$ cat src/rtl/axi_dma_mc_sched_if.sv
// Bus bundle between the register block / AXI master engine and the burst scheduler:
// per-channel requests, the burst command stage and burst completions.
interface axi_dma_mc_sched_if #(
  parameter int NUM_CH     = 4,
  parameter int AXI_ADDR_W = 32,
  parameter int LEN_W      = 24,
  parameter int CH_W       = (NUM_CH > 1) ? $clog2(NUM_CH) : 1
);
  logic [NUM_CH-1:0]            ch_req_valid;
  logic [NUM_CH-1:0]            ch_req_ready;
  logic [NUM_CH*AXI_ADDR_W-1:0] ch_req_src;
  logic [NUM_CH*AXI_ADDR_W-1:0] ch_req_dst;
  logic [NUM_CH*LEN_W-1:0]      ch_req_len;

  logic                  cmd_valid;
  logic                  cmd_ready;
  logic [CH_W-1:0]       cmd_ch;
  logic [AXI_ADDR_W-1:0] cmd_src;
  logic [AXI_ADDR_W-1:0] cmd_dst;
  logic [7:0]            cmd_len;
  logic                  cmd_last;

  logic                  cpl_valid;
  logic [CH_W-1:0]       cpl_ch;
  logic                  cpl_err;

  modport master (
    input  ch_req_valid, ch_req_src, ch_req_dst, ch_req_len,
    input  cmd_ready, cpl_valid, cpl_ch, cpl_err,
    output ch_req_ready, cmd_valid, cmd_ch, cmd_src, cmd_dst, cmd_len, cmd_last
  );

  modport slave (
    output ch_req_valid, ch_req_src, ch_req_dst, ch_req_len,
    output cmd_ready, cpl_valid, cpl_ch, cpl_err,
    input  ch_req_ready, cmd_valid, cmd_ch, cmd_src, cmd_dst, cmd_len, cmd_last
  );
endinterface

$ cat src/rtl/axi_dma_mc_sched.sv
// Multi-channel DMA burst scheduler: splits requests into 4 KB-safe bursts capped at
// MAX_BURST beats, arbitrates channels round-robin and tracks outstanding bursts.
module axi_dma_mc_sched #(
  parameter int NUM_CH     = 4,
  parameter int AXI_ADDR_W = 32,
  parameter int AXI_DATA_W = 128,
  parameter int LEN_W      = 24,
  parameter int MAX_BURST  = 16,
  parameter int MAX_OUT    = 8
) (
  input  logic                   clk,
  input  logic                   rst_n,
  axi_dma_mc_sched_if.master     bus,
  output logic [NUM_CH-1:0]      ch_busy,
  output logic [NUM_CH-1:0]      ch_done,
  output logic [NUM_CH-1:0]      ch_err,
  input  logic [NUM_CH-1:0]      intr_en,
  input  logic [NUM_CH-1:0]      intr_clr,
  output logic                   intr_pend,
  output logic                   proto_err
);
  localparam int CH_W  = (NUM_CH > 1) ? $clog2(NUM_CH) : 1;
  localparam int BB    = AXI_DATA_W / 8;
  localparam int OFS_W = $clog2(BB);
  localparam int OUT_W = $clog2(MAX_OUT + 1);
  localparam int BCAP  = (MAX_BURST > 256) ? 256 : MAX_BURST;
  localparam logic [AXI_ADDR_W-1:0] ADDR_MASK = ~AXI_ADDR_W'(BB - 1);

  typedef enum logic [1:0] {ST_IDLE = 2'd0, ST_ISSUE = 2'd1, ST_DRAIN = 2'd2} st_e;

  st_e                   state_q [NUM_CH];
  st_e                   state_d [NUM_CH];
  logic [AXI_ADDR_W-1:0] src_q [NUM_CH];
  logic [AXI_ADDR_W-1:0] src_d [NUM_CH];
  logic [AXI_ADDR_W-1:0] dst_q [NUM_CH];
  logic [AXI_ADDR_W-1:0] dst_d [NUM_CH];
  logic [LEN_W-1:0]      rem_q [NUM_CH];
  logic [LEN_W-1:0]      rem_d [NUM_CH];
  logic [OUT_W-1:0]      out_q [NUM_CH];
  logic [OUT_W-1:0]      out_d [NUM_CH];
  logic [NUM_CH-1:0]     err_q, err_d, done_q, done_d, stat_q, stat_d;
  logic                  intr_pend_q, intr_pend_d, proto_err_q, proto_err_d;
  logic [CH_W-1:0]       ptr_q, ptr_d;

  logic                  cmd_valid_q, cmd_valid_d, cmd_last_q, cmd_last_d;
  logic [CH_W-1:0]       cmd_ch_q, cmd_ch_d;
  logic [AXI_ADDR_W-1:0] cmd_src_q, cmd_src_d, cmd_dst_q, cmd_dst_d;
  logic [7:0]            cmd_len_q, cmd_len_d;

  logic [LEN_W-1:0]      req_beats_s [NUM_CH];
  logic [8:0]            beats_s [NUM_CH];
  logic [NUM_CH-1:0]     elig_s, acc_s, iss_s, cpl_hit_s, dec_s, ready_s;
  logic                  gnt_valid_s, load_s, hit_s;
  logic [CH_W-1:0]       gnt_ch_s, idx_s;

  // Burst size: smallest of remaining beats, burst cap and beats left before either 4 KB page ends.
  function automatic logic [8:0] burst_beats(input logic [11:0] s, input logic [11:0] d,
                                             input logic [LEN_W-1:0] r);
    logic [12:0] sb, db, c;
    sb = (13'h1000 - {1'b0, s}) >> OFS_W;
    db = (13'h1000 - {1'b0, d}) >> OFS_W;
    c  = 13'(BCAP);
    c  = (sb < c) ? sb : c;
    c  = (db < c) ? db : c;
    c  = (r < LEN_W'(c)) ? 13'(r) : c;
    return 9'(c);
  endfunction

  function automatic logic [CH_W-1:0] rr_idx(input logic [CH_W-1:0] p, input int k);
    int s;
    s = int'(p) + k;
    return CH_W'((s >= NUM_CH) ? (s - NUM_CH) : s);
  endfunction

  for (genvar i = 0; i < NUM_CH; i++) begin : g_ch
    assign req_beats_s[i] = bus.ch_req_len[i*LEN_W +: LEN_W] >> OFS_W;
    assign beats_s[i]     = burst_beats(src_q[i][11:0], dst_q[i][11:0], rem_q[i]);
    assign elig_s[i]      = (state_q[i] == ST_ISSUE) && (out_q[i] < OUT_W'(MAX_OUT));
    assign acc_s[i]       = (state_q[i] == ST_IDLE) && bus.ch_req_valid[i];
    assign iss_s[i]       = load_s && (gnt_ch_s == CH_W'(i));
    assign cpl_hit_s[i]   = bus.cpl_valid && (bus.cpl_ch == CH_W'(i));
    assign dec_s[i]       = cpl_hit_s[i] && (out_q[i] != {OUT_W{1'b0}});
    assign ready_s[i]     = (state_q[i] == ST_IDLE);
    assign ch_busy[i]     = (state_q[i] != ST_IDLE);
  end

  // Round-robin search begins one past the most recently granted channel.
  always_comb begin
    gnt_valid_s = 1'b0;
    gnt_ch_s    = ptr_q;
    idx_s       = ptr_q;
    hit_s       = 1'b0;
    for (int k = 1; k <= NUM_CH; k++) begin
      idx_s       = rr_idx(ptr_q, k);
      hit_s       = !gnt_valid_s && elig_s[idx_s];
      gnt_ch_s    = hit_s ? idx_s : gnt_ch_s;
      gnt_valid_s = gnt_valid_s | hit_s;
    end
    load_s = gnt_valid_s && (!cmd_valid_q || bus.cmd_ready);
  end

  // Channel state is advanced when a burst is granted into the command stage, so a
  // same-cycle reload for the same channel already sees the updated addresses.
  always_comb begin
    ptr_d       = load_s ? gnt_ch_s : ptr_q;
    proto_err_d = proto_err_q | (bus.cpl_valid && ((cpl_hit_s & ~dec_s) != {NUM_CH{1'b0}}));
    for (int i = 0; i < NUM_CH; i++) begin
      state_d[i] = state_q[i];
      src_d[i]   = src_q[i];
      dst_d[i]   = dst_q[i];
      rem_d[i]   = rem_q[i];
      done_d[i]  = 1'b0;
      out_d[i]   = out_q[i] + OUT_W'(iss_s[i]) - OUT_W'(dec_s[i]);
      err_d[i]   = err_q[i] | (dec_s[i] & bus.cpl_err);
      case (state_q[i])
        ST_IDLE: begin
          if (acc_s[i]) begin
            src_d[i] = bus.ch_req_src[i*AXI_ADDR_W +: AXI_ADDR_W] & ADDR_MASK;
            dst_d[i] = bus.ch_req_dst[i*AXI_ADDR_W +: AXI_ADDR_W] & ADDR_MASK;
            rem_d[i] = req_beats_s[i];
            err_d[i] = 1'b0;
            if (req_beats_s[i] == {LEN_W{1'b0}}) begin
              state_d[i] = ST_DRAIN;
              done_d[i]  = 1'b1;
            end else begin
              state_d[i] = ST_ISSUE;
            end
          end else begin
            state_d[i] = ST_IDLE;
          end
        end
        ST_ISSUE: begin
          if (iss_s[i]) begin
            src_d[i]   = src_q[i] + (AXI_ADDR_W'(beats_s[i]) << OFS_W);
            dst_d[i]   = dst_q[i] + (AXI_ADDR_W'(beats_s[i]) << OFS_W);
            rem_d[i]   = rem_q[i] - LEN_W'(beats_s[i]);
            state_d[i] = (rem_q[i] == LEN_W'(beats_s[i])) ? ST_DRAIN : ST_ISSUE;
          end else begin
            state_d[i] = ST_ISSUE;
          end
        end
        ST_DRAIN: begin
          if (done_q[i]) begin
            state_d[i] = ST_IDLE;
          end else if (out_d[i] == {OUT_W{1'b0}}) begin
            done_d[i]  = 1'b1;
          end else begin
            state_d[i] = ST_DRAIN;
          end
        end
        default: state_d[i] = ST_IDLE;
      endcase
      stat_d[i] = (stat_q[i] & ~intr_clr[i]) | done_q[i];
    end
    intr_pend_d = |(stat_d & intr_en);
  end

  always_comb begin
    cmd_valid_d = cmd_valid_q;
    cmd_ch_d    = cmd_ch_q;
    cmd_src_d   = cmd_src_q;
    cmd_dst_d   = cmd_dst_q;
    cmd_len_d   = cmd_len_q;
    cmd_last_d  = cmd_last_q;
    if (load_s) begin
      cmd_valid_d = 1'b1;
      cmd_ch_d    = gnt_ch_s;
      cmd_src_d   = src_q[gnt_ch_s];
      cmd_dst_d   = dst_q[gnt_ch_s];
      cmd_len_d   = 8'(beats_s[gnt_ch_s] - 9'd1);
      cmd_last_d  = (rem_q[gnt_ch_s] == LEN_W'(beats_s[gnt_ch_s]));
    end else if (bus.cmd_ready) begin
      cmd_valid_d = 1'b0;
    end else begin
      cmd_valid_d = cmd_valid_q;
    end
  end

  always_ff @(posedge clk or negedge rst_n) begin
    if (!rst_n) begin
      for (int i = 0; i < NUM_CH; i++) begin
        state_q[i] <= ST_IDLE;
        src_q[i]   <= {AXI_ADDR_W{1'b0}};
        dst_q[i]   <= {AXI_ADDR_W{1'b0}};
        rem_q[i]   <= {LEN_W{1'b0}};
        out_q[i]   <= {OUT_W{1'b0}};
      end
      err_q       <= {NUM_CH{1'b0}};
      done_q      <= {NUM_CH{1'b0}};
      stat_q      <= {NUM_CH{1'b0}};
      intr_pend_q <= 1'b0;
      proto_err_q <= 1'b0;
      ptr_q       <= {CH_W{1'b0}};
      cmd_valid_q <= 1'b0;
      cmd_ch_q    <= {CH_W{1'b0}};
      cmd_src_q   <= {AXI_ADDR_W{1'b0}};
      cmd_dst_q   <= {AXI_ADDR_W{1'b0}};
      cmd_len_q   <= 8'd0;
      cmd_last_q  <= 1'b0;
    end else begin
      for (int i = 0; i < NUM_CH; i++) begin
        state_q[i] <= state_d[i];
        src_q[i]   <= src_d[i];
        dst_q[i]   <= dst_d[i];
        rem_q[i]   <= rem_d[i];
        out_q[i]   <= out_d[i];
      end
      err_q       <= err_d;
      done_q      <= done_d;
      stat_q      <= stat_d;
      intr_pend_q <= intr_pend_d;
      proto_err_q <= proto_err_d;
      ptr_q       <= ptr_d;
      cmd_valid_q <= cmd_valid_d;
      cmd_ch_q    <= cmd_ch_d;
      cmd_src_q   <= cmd_src_d;
      cmd_dst_q   <= cmd_dst_d;
      cmd_len_q   <= cmd_len_d;
      cmd_last_q  <= cmd_last_d;
    end
  end

  assign bus.ch_req_ready = ready_s;
  assign bus.cmd_valid    = cmd_valid_q;
  assign bus.cmd_ch       = cmd_ch_q;
  assign bus.cmd_src      = cmd_src_q;
  assign bus.cmd_dst      = cmd_dst_q;
  assign bus.cmd_len      = cmd_len_q;
  assign bus.cmd_last     = cmd_last_q;
  assign ch_done          = done_q;
  assign ch_err           = err_q;
  assign intr_pend        = intr_pend_q;
  assign proto_err        = proto_err_q;
endmodule

$ cat src/flat_wrapper.sv
// flat-port wrapper written by rule: the top's interface ports become plain ports
module axi_dma_mc_sched_flat 
#(
  parameter int NUM_CH     = 4,
  parameter int AXI_ADDR_W = 32,
  parameter int AXI_DATA_W = 128,
  parameter int LEN_W      = 24,
  parameter int MAX_BURST  = 16,
  parameter int MAX_OUT    = 8
)
  (clk, rst_n, ch_busy, ch_done, ch_err, intr_en, intr_clr, intr_pend, proto_err, bus_ch_req_valid, bus_ch_req_src, bus_ch_req_dst, bus_ch_req_len, bus_cmd_ready, bus_cpl_valid, bus_cpl_ch, bus_cpl_err, bus_ch_req_ready, bus_cmd_valid, bus_cmd_ch, bus_cmd_src, bus_cmd_dst, bus_cmd_len, bus_cmd_last);
  axi_dma_mc_sched_if #(.NUM_CH(NUM_CH), .AXI_ADDR_W(AXI_ADDR_W), .LEN_W(LEN_W)) bus_i ();
  input  logic clk;
  input  logic rst_n;
  output logic [NUM_CH-1:0] ch_busy;
  output logic [NUM_CH-1:0] ch_done;
  output logic [NUM_CH-1:0] ch_err;
  input  logic [NUM_CH-1:0] intr_en;
  input  logic [NUM_CH-1:0] intr_clr;
  output logic intr_pend;
  output logic proto_err;
  input wire logic [$bits(bus_i.ch_req_valid)-1:0] bus_ch_req_valid;
  input wire logic [$bits(bus_i.ch_req_src)-1:0] bus_ch_req_src;
  input wire logic [$bits(bus_i.ch_req_dst)-1:0] bus_ch_req_dst;
  input wire logic [$bits(bus_i.ch_req_len)-1:0] bus_ch_req_len;
  input wire logic [$bits(bus_i.cmd_ready)-1:0] bus_cmd_ready;
  input wire logic [$bits(bus_i.cpl_valid)-1:0] bus_cpl_valid;
  input wire logic [$bits(bus_i.cpl_ch)-1:0] bus_cpl_ch;
  input wire logic [$bits(bus_i.cpl_err)-1:0] bus_cpl_err;
  output wire logic [$bits(bus_i.ch_req_ready)-1:0] bus_ch_req_ready;
  output wire logic [$bits(bus_i.cmd_valid)-1:0] bus_cmd_valid;
  output wire logic [$bits(bus_i.cmd_ch)-1:0] bus_cmd_ch;
  output wire logic [$bits(bus_i.cmd_src)-1:0] bus_cmd_src;
  output wire logic [$bits(bus_i.cmd_dst)-1:0] bus_cmd_dst;
  output wire logic [$bits(bus_i.cmd_len)-1:0] bus_cmd_len;
  output wire logic [$bits(bus_i.cmd_last)-1:0] bus_cmd_last;
  assign bus_i.ch_req_valid = bus_ch_req_valid;
  assign bus_i.ch_req_src = bus_ch_req_src;
  assign bus_i.ch_req_dst = bus_ch_req_dst;
  assign bus_i.ch_req_len = bus_ch_req_len;
  assign bus_i.cmd_ready = bus_cmd_ready;
  assign bus_i.cpl_valid = bus_cpl_valid;
  assign bus_i.cpl_ch = bus_cpl_ch;
  assign bus_i.cpl_err = bus_cpl_err;
  assign bus_ch_req_ready = bus_i.ch_req_ready;
  assign bus_cmd_valid = bus_i.cmd_valid;
  assign bus_cmd_ch = bus_i.cmd_ch;
  assign bus_cmd_src = bus_i.cmd_src;
  assign bus_cmd_dst = bus_i.cmd_dst;
  assign bus_cmd_len = bus_i.cmd_len;
  assign bus_cmd_last = bus_i.cmd_last;
  axi_dma_mc_sched #(.NUM_CH(NUM_CH), .AXI_ADDR_W(AXI_ADDR_W), .AXI_DATA_W(AXI_DATA_W), .LEN_W(LEN_W), .MAX_BURST(MAX_BURST), .MAX_OUT(MAX_OUT)) u_core (.clk(clk), .rst_n(rst_n), .bus(bus_i), .ch_busy(ch_busy), .ch_done(ch_done), .ch_err(ch_err), .intr_en(intr_en), .intr_clr(intr_clr), .intr_pend(intr_pend), .proto_err(proto_err));
endmodule
$ cat config.mk
export PLATFORM = sky130hd
export DESIGN_NAME = axi_dma_mc_sched_flat
export DESIGN_NICKNAME = d
export VERILOG_FILES = /design/src/rtl/axi_dma_mc_sched_if.sv /design/src/rtl/axi_dma_mc_sched.sv /design/src/flat_wrapper.sv
export SDC_FILE = /design/constraint.sdc
export NUM_CORES = 2
export LEC_CHECK = 0
export ABC_CLOCK_PERIOD_IN_PS = 9950
export CAP_MARGIN = 5
export CORE_UTILIZATION = 45
export CTS_BUF_LIST = sky130_fd_sc_hd__clkbuf_4 sky130_fd_sc_hd__clkbuf_8
export DETAILED_ROUTE_END_ITERATION = 16
export GPL_ROUTABILITY_DRIVEN = 0
export PLACE_DENSITY = 0.79
export SLEW_MARGIN = 15
export SYNTH_ARGS = -nofsm -noshare
export SYNTH_HDL_FRONTEND = slang
export SYNTH_SLANG_ARGS = --single-unit
$ cat constraint.sdc
create_clock -name clk -period 9.95 [get_ports clk]
set_input_delay 1.99 -clock clk [delete_from_list [all_inputs] [get_ports clk]]
set_output_delay 1.99 -clock clk [all_outputs]
set_load 0.01 [all_outputs]
==> impl_metrics.ini <==
[finish]
multi_input_area_sq_um = 19800
stdcell_count = 5246
areaGrowthSynthToFinish_pct = 21.0
fin_util = 0.551
register_area_sq_um = 10700
drive_above_1_share = 0.0723
stdcell_area_sq_um = 38600
nNetsFinal = 4837
nFillCells = 6361

[synthesis]
ys_top_cells_by_area = dfrtp_1, ha_1, a21oi_1
netlist_area_sq_um = 31900
yosys_warnings = 0
synth_common_cells = nand2_1, a21oi_1, dfrtp_1
yosysMostFrequentCell = nand2_1
synth_edf_count = 0
avgSynthCellArea_sq_um = 8.19
yosys.area.top_type = dfrtp_1
async_flop_share = 1.00
ys_types = 92
ys_seq_area_frac = 0.334
synth_top_area_share = 0.334
synthCells = 3900
ys_ff_latch = 426
synth-main-ff-cell = dfrtp_1

[timing]
finalCriticalPeriod_ns = 9.12
tightest_slew_ns = 1.07
skew_ns = 0.0310
relSlewSlack = 0.285
hold_viol = 0
period_share = 0.917
fin_ws_ns = 0.825
report.final.slew_viol_count = 0
tns_ns = 0
rsz0062_at_grt = no
setup_viol = 0
timing.hold.ws_ns = 0.469
fmax_mhz = 110

[setup_path]
max_stage_delay_ns = 0.75
criticalPathCategory = flop to flop
cp_max_fo = 11
crit_arrival_ns = 9.65
cp-end-kind = flop
required_ns = 10.47
start_kind = flop
crit_slowest_cell = nor4_1

[route]
drt_iter0_markers = 4274
dr.pass1.iters = 7
avgRoutedWirePerCell_um = 22.7
vias = 32600
drc = 0
wl_um = 119000
antenna_left = 0
viasPerCell = 6.21

[place]
dpl_cell_area_sq_um = 36900
io_buffers = 408
placed_cells = 5098
place_ws_ns = 1.17
dp_hpwl_um = 90900

[power_and_ir_drop]
p_per_area_nw_per_um2 = 409
vdd_drop_max_mv = 0.325
power_mw = 15.8
leakage_nw = 16.6

[floorplanning]
die_w_um = 268
die_h_um = 268
core_sq_um = 70100
io_pins = 465
die_area_sq_um = 72000
rows = 97
initial_utilization = 0.455

[cts]
postCtsSetupBuffers = 0
cts.clk_slew.worst_paths_ns = 0.06
cts_buffer_depth = 3
htree_levels = 3
ctsResizeCount = 0
insertion_delay_ns = 0.70
holdBufCountCts = 0
root_buffer = clkbuf_8
clkSinkCount = 426
cts_tree = built
cts_made_buffers = 81

[global_route]
grt_usage = 0.325
grt_max_degree = 154
grt_pass1_wl_um = 178000
antenna_found_initial = 7
grt_overflow_total = 0
grt_pass1_vias = 30200

[hold_path]
hold_path.class = flop to flop

[run]
maxCapViolations = 0

[outcome]
outcome = complete, no violations
-- power breakdown --
group	internal, mW	switching (mW)	leakage [nW]
combinational	4.32	5.99	10.4
sequential	2.43	1.12	5.26
clock	1.10	0.839	0.942
total	7.86	7.96	16.6
-- layout make-up --
cell class	count	share of cell area
Clock inverter	22	0.00599
Multi-Input combinational cell	3066	0.513
Tap cell	940	0.0304
Sequential cell	426	0.276
Clock buffer	121	0.0402
Antenna cell	5	0.000324
Timing Repair Buffer	442	0.113
Inverter	224	0.0218
-- layout by cell type (no fill, tap or decap), drive strengths merged, types with 36 or more instances in the layout --
cell,n
nand2,537
a21oi,483
dfrtp,426
clkdlybuf4s50,407
nor2,302
o21ai,279
inv,227
ha,209
clkbuf,121
nand3,112
o22ai,99
xnor2,98
nor3,65
mux4,64
and3,63
nor4,55
o21bai,44
a31oi,40
a21o,38
nand4,36
nor2b,36
-- routing by layer --
layer  up-vias  share of wire  GRT usage
li1      14800              -          -
met1     15500           0.40      0.460
met2      1957           0.42      0.462
met3       272           0.15      0.100
met4         4          0.037      0.123
met5         -        0.00028          0
-- critical path, delay by kind of cell, from the launching register on --
kind	cells	cell delay, ns
mux	1	0.35
simple gates	7	2.23
buf+inv	4	0.46
compound gates	14	4.15
fa+ha+maj	4	1.23
flops	1	0.56
-- registers in the layout, indices dropped and copies added, names as in the netlist --
register and cells:
u_core.bus.cmd_dst 28, u_core.bus.cmd_last 1, u_core.bus.cmd_len 8, u_core.bus.cmd_src 28, u_core.bus.cmd_valid 1, u_core.ch_done 4, u_core.ch_err 4, u_core.dst_q 112
u_core.intr_pend 1, u_core.out_q 16, u_core.proto_err 1, u_core.ptr_q 2, u_core.rem_q 96, u_core.src_q 112, u_core.stat_q 4, u_core.state_q 8
-- path summary, 6_finish.rpt --
| check | depth (start not counted) | slack (ns) | from | end |
|---|---|---|---|---|
| setup / recovery | 30 | 0.83 | u_core.dst_q[100] | u_core.src_q[124] |
| max in group asynchronous | 3 | 6.53 | rst_n | u_core.rem_q[68] |
| hold reg to reg | 1 | 0.47 | u_core.proto_err | u_core.proto_err |
| hold / removal | 1 | 0.47 | u_core.proto_err | u_core.proto_err |
| min in group asynchronous | 1 | 1.35 | rst_n | u_core.src_q[60] |
| setup reg to reg | 30 | 0.83 | u_core.dst_q[100] | u_core.src_q[124] |
-- cell families (layout without fill, tap and decap cells) --
logic type / count (synthesis) / in the layout / share of synthesized area
AOI/OAI and AO/OA: 1231 / 1231 / 0.232
xor gates and xnor gates: 133 / 133 / 0.0365
adders and majority gates: 225 / 225 / 0.0919
buffers and inverters: 430 / 809 / 0.0518
DFF: 426 / 426 / 0.334
muxes: 93 / 93 / 0.0548
other: 2 / 29 / 0.000235
and+or+nand+nor: 1360 / 1360 / 0.199
Power figures use the tool's default switching activity.
